[src/rtl/ttl_pkg.sv]
// Shared definitions for the TTL pin-level models.
// Pin bundle layout and load/shift encodings.
package ttl_pkg;

  localparam int TTL_SHIFT_W = 8;

  typedef enum logic {
    LD = 1'b0,
    SH = 1'b1
  } sh_ld_e;

  typedef struct packed {
    logic                   sh_ld;
    logic                   clk_inh;
    logic                   clk_pin;
    logic                   ser;
    logic [TTL_SHIFT_W-1:0] par;
  } ttl_165_pins_t;

  localparam int TTL_165_PIN_W = $bits(ttl_165_pins_t);

  function automatic logic gate_clk(
    input logic c,
    input logic inh
  );
    return c | inh;
  endfunction

endpackage

[src/rtl/ttl_edge_detect.sv]
// Optional pin synchronizer plus rising-edge detector.
// Prev flop resets high so a gate already high is not an edge.
module ttl_edge_detect #(
  parameter int SYNC_STAGES = 0,
  parameter int W = 1
) (
  input  logic         clk,
  input  logic         reset,
  input  logic [W-1:0] pins,
  output logic [W-1:0] pins_s,
  input  logic         gate,
  output logic         rise
);

  logic gprev;

  if (SYNC_STAGES == 0) begin : g_nosync
    assign pins_s = pins;
  end else begin : g_sync
    logic [W-1:0] sync_q [SYNC_STAGES];

    // Shift pins through the synchronizer chain.
    always_ff @(posedge clk) begin
      if (reset) begin
        for (int i = 0; i < SYNC_STAGES; i++) begin
          sync_q[i] <= '0;
        end
      end else begin
        sync_q[0] <= pins;
        for (int i = 1; i < SYNC_STAGES; i++) begin
          sync_q[i] <= sync_q[i-1];
        end
      end
    end

    assign pins_s = sync_q[SYNC_STAGES-1];
  end

  // Remember last gate level; tracked every cycle.
  always_ff @(posedge clk) begin
    if (reset) begin
      gprev <= 1'b1;
    end else begin
      gprev <= gate;
    end
  end

  assign rise = gate & ~gprev;

endmodule

[src/rtl/ttl_74165.sv]
// 74165 parallel-in/serial-out shift register.
// Pins sampled on clk; shifts on rising edges of CLK|CLK_INH.
module ttl_74165
  import ttl_pkg::*;
#(
  parameter int SYNC_STAGES = 0
) (
  input  logic clk,
  input  logic reset,
  input  logic _A,
  input  logic _B,
  input  logic _C,
  input  logic _D,
  input  logic _E,
  input  logic _F,
  input  logic _G,
  input  logic _H,
  input  logic SER,
  input  logic CLK,
  input  logic CLK_INH,
  input  logic SH_LD,
  output logic QH,
  output logic QH_n
);

  ttl_165_pins_t pins_raw;
  ttl_165_pins_t pins_s;

  logic [TTL_SHIFT_W-1:0] q;
  logic [TTL_SHIFT_W-1:0] q_nxt;
  logic                   qh_n_q;
  logic                   g;
  logic                   rise;
  logic                   do_load;
  logic                   do_shift;

  assign pins_raw = {SH_LD, CLK_INH, CLK, SER,
                     _H, _G, _F, _E, _D, _C, _B, _A};

  ttl_edge_detect #(
    .SYNC_STAGES (SYNC_STAGES),
    .W           (TTL_165_PIN_W)
  ) u_edge (
    .clk    (clk),
    .reset  (reset),
    .pins   (pins_raw),
    .pins_s (pins_s),
    .gate   (g),
    .rise   (rise)
  );

  assign g = gate_clk(pins_s.clk_pin, pins_s.clk_inh);

  assign do_load  = (sh_ld_e'(pins_s.sh_ld) == LD);
  assign do_shift = ~do_load & rise;

  // Load is level-sensitive and beats a coincident edge.
  always_comb begin
    q_nxt = q;
    unique case (1'b1)
      do_load:  q_nxt = pins_s.par;
      do_shift: q_nxt = {q[TTL_SHIFT_W-2:0], pins_s.ser};
      default:  q_nxt = q;
    endcase
  end

  // Shift register plus a registered complement output.
  always_ff @(posedge clk) begin
    if (reset) begin
      q      <= '0;
      qh_n_q <= 1'b1;
    end else begin
      q      <= q_nxt;
      qh_n_q <= ~q_nxt[TTL_SHIFT_W-1];
    end
  end

  assign QH   = q[TTL_SHIFT_W-1];
  assign QH_n = qh_n_q;

endmodule

[config.mk]
export PLATFORM = sky130hd
export DESIGN_NAME = ttl_74165
export DESIGN_NICKNAME = d
export VERILOG_FILES = /design/src/rtl/ttl_pkg.sv /design/src/rtl/ttl_edge_detect.sv /design/src/rtl/ttl_74165.sv
export SDC_FILE = /design/constraint.sdc
export NUM_CORES = 1
export LEC_CHECK = 0
export ABC_AREA = 1
export CAP_MARGIN = 20
export CORE_MARGIN = 3
export CORE_UTILIZATION = 45
export CTS_CLUSTER_DIAMETER = 50
export DETAILED_ROUTE_END_ITERATION = 16
export GPL_ROUTABILITY_DRIVEN = 0
export PLACE_DENSITY_LB_ADDON = 0.05
export SETUP_SLACK_MARGIN = 0.4
export SYNTH_ARGS = -nofsm -noshare
export SYNTH_HDL_FRONTEND = slang
export SYNTH_HIERARCHICAL = 1
export SYNTH_SLANG_ARGS = --single-unit
[constraint.sdc]
create_clock -name clk -period 3.8 [get_ports clk]
set_input_delay 1.14 -clock clk [delete_from_list [all_inputs] [get_ports clk]]
set_output_delay 1.14 -clock clk [all_outputs]
set_load 0.01 [all_outputs]
==> flow_metrics.py, run 1 <==
metrics = {
    "placed_design": {
        "io_buffers": 15,
        "pre_cts_ws_ps": 1190,
        "hpwl_um": 694,
    },
    "sta": {
        "tightest_slew_ps": 637,
        "min_period_over_period": 0.615,
        "hold_violations": 0,
        "period_minus_slack_ps": 2340,
        "setup_violations": 0,
        "fin_setup_tns_ps": 0,
        "worst_slack_ps": 1460,
        "skew_ps": 1.42,
        "fmax_mhz": 428,
        "slew_viol_final": 0,
        "slew-limit-headroom": 0.574,
        "rsz0062_at_grt": "false",
    },
    "power": {
        "p_leak_uw": 0.000332,
        "finalPower_uw": 220,
        "vdd_ir_drop_max_uv": 201,
        "powerDensity_nw_per_um2": 331,
    },
    "cts": {
        "cts_max_path_buffers": 2,
        "ctsResizeCount": 0,
        "cts.clk_slew.worst_paths_ps": 60,
        "cts_tree": "built",
        "cts.htree.levels": 1,
        "clock_latency_ps": 260,
        "cts_setup_buffers": 0,
        "cts_sinks": 10,
        "cts-root-buf": "clkbuf_4",
        "numCtsBuffers": 3,
        "cts_hold_buffers": 0,
    },
    "setup_path": {
        "path_max_fanout": 9,
        "slowest_delay_ps": 440,
        "crit_required_ps": 3960,
        "worstSetupStartpointType": "primary input",
        "slowest_stage": "clkdlybuf4s50_1",
        "crit_chain": "clkdlybuf4s50_1 -> or2_1 -> inv_1 -> nor2_2 -> inv_4 -> nand3_1 -> nand3_1 -> nand2_1 -> inv_1",
        "crit_type": "in -> reg",
        "critical_path_arrival_ps": 2500,
        "end_kind": "flop",
    },
    "global_route": {
        "grt.busiest_layer": "met1",
        "grt_overflow": 0,
        "antenna_found_initial": 0,
        "grt_pass1_wl_um": 1550,
        "grt_pass1_vias": 362,
        "grt_max_degree": 18,
        "grt_use_total": 0.115,
        "globalRouteMet3Util": 0.0297,
        "met2_usage": 0.141,
        "grtUsageMet1": 0.155,
    },
    "route": {
        "firstDrtPassIters": 4,
        "drc": 0,
        "routedWlPerCell_um": 9.49,
        "vias": 461,
        "vias_per_cell": 4.70,
        "wl_um": 930,
        "drt-initial-drc-count": 14,
        "antenna_left": 0,
    },
    "synth": {
        "synth_nets": 95,
        "netlist_instances": 81,
        "synth_area_um2": 608,
        "ys_ff_latch": 10,
        "synth_cell_types": 12,
        "ys_seq_area_frac": 0.329,
        "syn_area_per_cell_um2": 7.51,
        "yosys_warnings": 6,
    },
    "floorplan": {
        "start_util": 0.513,
        "io_pins": 16,
        "die_x_um": 42.8,
        "core_um2": 1190,
        "die-area_um2": 1830,
        "die_y_um": 42.8,
        "rows": 12,
    },
    "finish": {
        "layout.nets": 100,
        "fill_cells": 131,
        "seq_area_um2": 200,
        "area_growth_pct": 9.46,
        "antenna_cells": 0,
        "mostFrequentLayoutCell": "nand3_1",
        "drive_gt1_frac": 0.143,
        "final_cell_mix": "nand3_1 (19), nand2_1 (17), clkdlybuf4s50_1 (15)",
        "multi_input_area_um2": 221,
    },
    "hold_path": {
        "hold_path.class": "reg -> reg",
    },
    "status": {
        "status": "finished clean",
    },
    "flow_run": {
        "maxCapViolCount": 0,
    },
}
## critical path, delay by kind of cell
kind	cells	cell delay, ps
buffers and inverters	4	650
AND/OR/NAND/NOR	5	700
## state kept, by name, summed over array words and instances (netlist names), named ones only
| name | count |
|---|---|
| q | 7 |
| QH_n | 1 |
| u_edge/gprev | 1 |
## logic make-up (layout without fill, tap and decap cells)
| logic type | count (synthesis) | count (layout) | synth area share |
|---|---|---|---|
| simple gates | 43 | 43 | 0.364 |
| buf+inv | 28 | 31 | 0.307 |
| flops | 10 | 10 | 0.329 |
## final cells by class
type | count | area share
clock buffers | 3 | 0.0338
inverters | 13 | 0.0808
multi-input cells | 43 | 0.333
flip-flops and latches | 10 | 0.301
well taps | 14 | 0.0263
repair buffers | 15 | 0.226
## cell usage after synthesis
| master | number | area, um2 |
|---|---|---|
| inv_4 | 2 | 12.5 |
| nand3_2 | 5 | 50.1 |
| buf_12 | 1 | 20.0 |
| inv_2 | 1 | 3.75 |
| nor2_2 | 1 | 6.26 |
| buf_4 | 12 | 90.1 |
| nand3_1 | 19 | 95.1 |
| dfxtp_1 | 10 | 200 |
| nand2_1 | 17 | 63.8 |
| buf_6 | 2 | 22.5 |
| or2_1 | 1 | 6.26 |
| inv_1 | 10 | 37.5 |
## path summary, 6_finish.rpt
kind	start	endpoint	slack, ps	cells past startpoint
hold / removal	flop	QH_n	540	3
setup reg to reg	u_edge/gprev	flop	2600	6
setup / recovery	CLK_INH	flop	1460	9
hold reg to reg	flop	QH_n	540	3
## metrics by stage
step,area [um2],util,hold slack (ps),instances
after global routing,666,0.561,583,98
after CTS,666,0.561,551,98
after global placement,643,0.542,534,95
after detailed placement,643,0.542,538,95
final,666,0.561,542,98
after floorplan,608,-,514,81
## report_power, final
group          switching [uW]  leakage, uW  internal (uW)
clock network            32.6    0.0000138           36.4
logic                    16.4     0.000235           20.6
registers                3.17    0.0000825            111
total                    52.2     0.000332            168
## layer usage
metal	share of wire	up-vias
met5	0	-
met4	0.031	0
met3	0.089	4
met2	0.43	20
met1	0.45	190
li1	-	247
Power figures use the tool's default switching activity.
==> run 2, diff against run 1 <==
- CORE_UTILIZATION: 45 -> 41
- clock period: 3.8 -> 1.98 ns (I/O delays scaled with it)
==> run 2 against run 1 <==
Clock-buffer cell count is the same; combinational power grew 130%; worst hold slack gained 17 ps; sequential power increased by 92%; sequential share of layout area decreased by 3.1 points; flip-flop and latch count stayed put.
==> flow_metrics.py, run 2 (synthesis gave the netlist of run 1 again) <==
metrics = {
    "floorplan": {
        "die_y_um": 44.5,
        "core_um2": 1350,
        "start_util": 0.450,
        "io_pins": 16,
        "die-area_um2": 1980,
        "die_x_um": 44.5,
        "rows": 13,
    },
    "global_route": {
        "grt_overflow": 0,
        "grt_pass1_vias": 404,
        "grt_pass1_wl_um": 1680,
        "antenna_found_initial": 0,
        "grt_max_degree": 12,
        "grt_use_total": 0.120,
    },
    "route": {
        "vias_per_cell": 4.66,
        "drt-initial-drc-count": 5,
        "wl_um": 1080,
        "routedWlPerCell_um": 10.3,
        "drc": 0,
        "firstDrtPassIters": 4,
        "vias": 485,
        "antenna_left": 0,
    },
    "placed_design": {
        "hpwl_um": 750,
        "place_area_um2": 687,
        "io_buffers": 15,
    },
    "setup_path": {
        "slowest_stage": "dfxtp_1",
        "path_buf_inv": 1,
        "worstSetupStartpointType": "flop",
        "r2r-start": "u_edge/gprev",
        "crit_required_ps": 1390,
        "r2r-end": "q[2]",
        "cp.depth": 1,
        "critical_path_arrival_ps": 890,
        "path_max_fanout": 2,
        "crit_chain": "dlygate4sd2_1",
        "ff2ff_setup_slack_ps": 1010,
        "slowest_delay_ps": 350,
        "crit_type": "reg -> out",
        "crit_family": "flip-flops",
        "end_kind": "output port",
        "worstRegToRegCells": 6,
    },
    "finish": {
        "design_area_um2": 743,
        "antenna_cells": 0,
        "largest_reg_flops": 7,
        "area_growth_pct": 22.2,
        "layout.nets": 105,
        "final_cell_mix": "nand3_1 (17), nand2_1 (16), clkdlybuf4s50_1 (11)",
        "mostFrequentLayoutCell": "nand3_1",
        "drive_gt1_frac": 0.247,
        "final_util": 0.551,
        "top_register": "q",
    },
    "power": {
        "p_int_uw": 330,
        "power_frac_comb": 0.189,
        "p_leak_uw": 0.000387,
        "power_frac_seq": 0.495,
        "clkPwrFrac": 0.316,
        "swShare": 0.255,
        "p_sw_uw": 113,
        "vdd_ir_drop_max_uv": 331,
        "powerDensity_nw_per_um2": 595,
    },
    "sta": {
        "tightest_slew_ps": 192,
        "rsz0062_at_grt": "false",
        "min_period_over_period": 0.749,
        "slew-limit-headroom": 0.872,
        "skew_ps": 5.75,
        "period_minus_slack_ps": 1480,
        "setup_violations": 0,
        "fmax_mhz": 674,
        "slew_viol_final": 0,
        "fin_setup_tns_ps": 0,
        "hold_violations": 0,
    },
    "hold_path": {
        "hold_start": "q[4]",
        "hold_path.class": "reg -> reg",
        "hold_end": "q[5]",
        "min_path_cells": 4,
    },
    "cts": {
        "cts-root-buf": "clkbuf_4",
        "cts_max_path_buffers": 2,
        "cts.htree.levels": 1,
        "cts.clk_slew.worst_paths_ps": 60,
        "clock_latency_ps": 270,
        "cts_hold_buffers": 0,
        "numCtsBuffers": 3,
        "cts_tree": "built",
        "cts_sinks": 10,
    },
    "flow_run": {
        "maxCapViolCount": 0,
    },
    "status": {
        "status": "finished clean",
    },
}
## run 2: cell types whose count changed in the layout (fill, tap and decap cells not counted), sizes merged
cell | before | now
buf | 0 | 5
clkdlybuf4s50 | 15 | 11
dlygate4sd2 | 0 | 2
dlymetal6s2s | 0 | 2
clkinv | 0 | 1
inv | 13 | 12
## run 2: routing by layer
layer  vias up  share of wire  wire length, um  global-route usage
met5         -              0                0                   0
met4         0          0.025               27              0.0904
met2        15           0.41              443               0.160
met3         5          0.086               92              0.0528
met1       208           0.48              511               0.149
li1        257              -                -                   -
## run 2: worst max path at each step
stage               slack, ps  startpoint    to
global placement           90     CLK_INH  q[6]
finish                    500        flop    QH
detailed placement         80     CLK_INH  q[6]
global route              450        flop    QH
floorplan                 460     CLK_INH  QH_n
CTS                       400         CLK  q[6]
## run 2: repair_timing
item / CTS / global route
buffers inserted: 1 / 0
pin swaps: 1 / 4
gates resized for setup: 4 / 8
endpoints found under the setup margin: 10 / 9
## run 2: power groups by stage
stage          Sequential [uW]  Combinational (uW)  Clock, uW
2_1_floorplan              223                59.6          0
3_3_place_gp               223                80.4          0
3_5_place_dp               223                80.6          0
4_1_cts                    219                82.4        140
5_1_grt                    220                92.7        151
6_report                   219                83.6        140
## run 2: final cells by class
type / instances / area [um2]
repair buffers: 20 / 206
well taps: 15 / 18.8
inverters: 13 / 56.3
flip-flops and latches: 10 / 200
clock buffers: 3 / 22.5
multi-input cells: 43 / 239
fillers: 142 / 607
## run 2: metrics by stage
step | power [uW] | hold WS [ps] | std cells | worst slack [ps]
floorplan | 283 | 514 | 81 | 461
global placement | 304 | 542 | 100 | 94.5
detailed placement | 304 | 543 | 100 | 84.7
CTS | 441 | 562 | 104 | 400
global route | 464 | 588 | 104 | 448
finish | 443 | 559 | 104 | 497
==> run 3, diff against run 2 <==
- clock period: 1.98 -> 1.2 ns (I/O delays scaled with it)
==> run 3 against run 2 <==
Die area unchanged; first-iteration DRC count increased by 100%; final cell count is 1.9% higher; clock skew down 4.8 ps; register-to-register slack got worse by 760 ps; via count increased by 0.21%; global-route usage rose by 1.4 points; wire length is 4.7% higher; clock power rose by 120%; flip-flop and latch count unchanged; power rose by 90%; critical endpoint unchanged.
==> flow_metrics.py, run 3 (synthesis gave the netlist of run 1 again) <==
metrics = {
    "power": {
        "p_sw_uw": 213,
        "p_leak_uw": 0.000430,
        "swShare": 0.254,
        "power_frac_seq": 0.437,
        "clkPwrFrac": 0.369,
        "vdd_ir_drop_max_uv": 575,
        "powerDensity_nw_per_um2": 966,
        "p_int_uw": 626,
        "power_frac_comb": 0.193,
    },
    "setup_path": {
        "crit_type": "reg -> out",
        "path_buf_inv": 1,
        "worstRegToRegCells": 7,
        "slowest_stage": "dfxtp_2",
        "worstSetupStartpointType": "flop",
        "end_kind": "output port",
        "r2r-start": "u_edge/gprev",
        "ff2ff_setup_slack_ps": 250,
        "slowest_delay_ps": 330,
        "cp.depth": 1,
        "crit_family": "flip-flops",
        "path_max_fanout": 2,
        "crit_chain": "buf_6",
        "crit_required_ps": 840,
        "critical_path_arrival_ps": 710,
        "critical_path.endpoint": "QH",
    },
    "global_route": {
        "grt_pass1_wl_um": 1930,
        "grt_max_degree": 9,
        "grt_overflow": 0,
        "antenna_found_initial": 0,
        "grt_pass1_vias": 459,
        "grt_use_total": 0.134,
    },
    "status": {
        "status": "finished clean",
    },
    "finish": {
        "drive_gt1_frac": 0.516,
        "layout.nets": 106,
        "final_util": 0.643,
        "area_growth_pct": 42.8,
        "largest_reg_flops": 7,
        "fill_cells": 122,
        "multi_input_area_um2": 332,
        "stdcell_count": 106,
        "final_cell_mix": "nand3_2 (23), nand2_1 (16), clkdlybuf4s50_1 (10)",
        "seq_area_um2": 203,
        "antenna_cells": 0,
        "top_register": "q",
        "mostFrequentLayoutCell": "nand3_2",
    },
    "route": {
        "wl_um": 1130,
        "drc": 0,
        "routedWlPerCell_um": 10.6,
        "firstDrtPassIters": 3,
        "vias_per_cell": 4.58,
        "antenna_left": 0,
        "vias": 486,
        "drt-initial-drc-count": 10,
    },
    "sta": {
        "rsz0062_at_grt": "true",
        "skew_ps": 0.911,
        "hold_violations": 0,
        "tightest_slew_ps": 167,
        "slew-limit-headroom": 0.889,
        "slew_viol_final": 0,
        "fmax_mhz": 936,
        "min_period_over_period": 0.890,
        "setup_violations": 0,
        "period_minus_slack_ps": 1070,
    },
    "floorplan": {
        "die_x_um": 44.5,
        "core_um2": 1350,
        "rows": 13,
        "die_y_um": 44.5,
        "io_pins": 16,
        "start_util": 0.450,
        "die-area_um2": 1980,
    },
    "hold_path": {
        "hold_path.class": "in -> reg",
    },
    "cts": {
        "clock_latency_ps": 270,
        "cts.clk_slew.worst_paths_ps": 70,
        "cts_tree": "built",
        "cts_hold_buffers": 0,
        "numCtsBuffers": 3,
        "cts_sinks": 10,
        "cts.htree.levels": 1,
        "cts-root-buf": "clkbuf_4",
        "cts_max_path_buffers": 2,
    },
    "placed_design": {
        "io_buffers": 15,
        "hpwl_um": 776,
        "place_inst": 100,
    },
    "flow_run": {
        "maxCapViolCount": 0,
    },
}
run 3: cell types whose count changed in the layout (fill, tap and decap cells not counted):
cell,delta
dfxtp_2,+2
dfxtp_1,-2
nand3_4,+1
nand3_1,-17
dlymetal6s2s_1,-2
buf_4,+1
buf_6,+4
dlygate4sd2_1,-1
clkdlybuf4s50_1,-1
clkbuf_8,+1
clkinv_4,-1
nand3_2,+16
inv_12,+1
run 3: worst min path at each step:
stage               startpoint           end  slack [ps]  cells after the start
finish                 CLK_INH  u_edge/gprev         360                      4
global route           CLK_INH  u_edge/gprev         360                      4
global placement          q[6]          QH_n         540                      3
detailed placement        q[3]          q[4]         550                      4
floorplan                reset  u_edge/gprev         450                      2
CTS                    CLK_INH  u_edge/gprev         360                      4
run 3: power by group through the flow:
| stage | Sequential, uW | Combinational, uW | Clock, uW |
|---|---|---|---|
| floorplan | 369 | 104 | 0 |
| global placement | 369 | 134 | 0 |
| detailed placement | 369 | 134 | 0 |
| CTS | 366 | 159 | 327 |
| global route | 369 | 179 | 341 |
| finish | 367 | 162 | 310 |
run 3: layout make-up:
class                   count  area share
flip-flops and latches     10       0.233
well taps                  15      0.0216
multi-input cells          43       0.382
clock buffers               4      0.0418
repair buffers             21       0.248
inverters                  13      0.0735
run 3: metal layers:
| metal | vias to the layer above | routed length (um) | track usage |
|---|---|---|---|
| met2 | 14 | 486 | 0.206 |
| met1 | 208 | 532 | 0.168 |
| met4 | 0 | 28 | 0.0723 |
| li1 | 262 | - | - |
| met5 | - | 0 | 0 |
| met3 | 2 | 78 | 0.0366 |
run 3: timing repair:
item | CTS | global route
gates resized for setup | 40 | 4
pin swaps | 5 | 3
buffers inserted | 2 | 0
setup endpoints to repair | 12 | 11
endpoints found under the hold margin | 0 | 0
run 3: per-stage QoR:
step                area, um2  setup WS (ps)  hold slack [ps]  total power (uW)  TNS [ps]
detailed placement        694           -700              549               503     -6050
finish                    868            132              363               839         0
floorplan                 636          -55.0              452               473      -297
global placement          694           -661              538               503     -5790
CTS                       850            118              363               852         0
global route              868           94.7              364               889         0
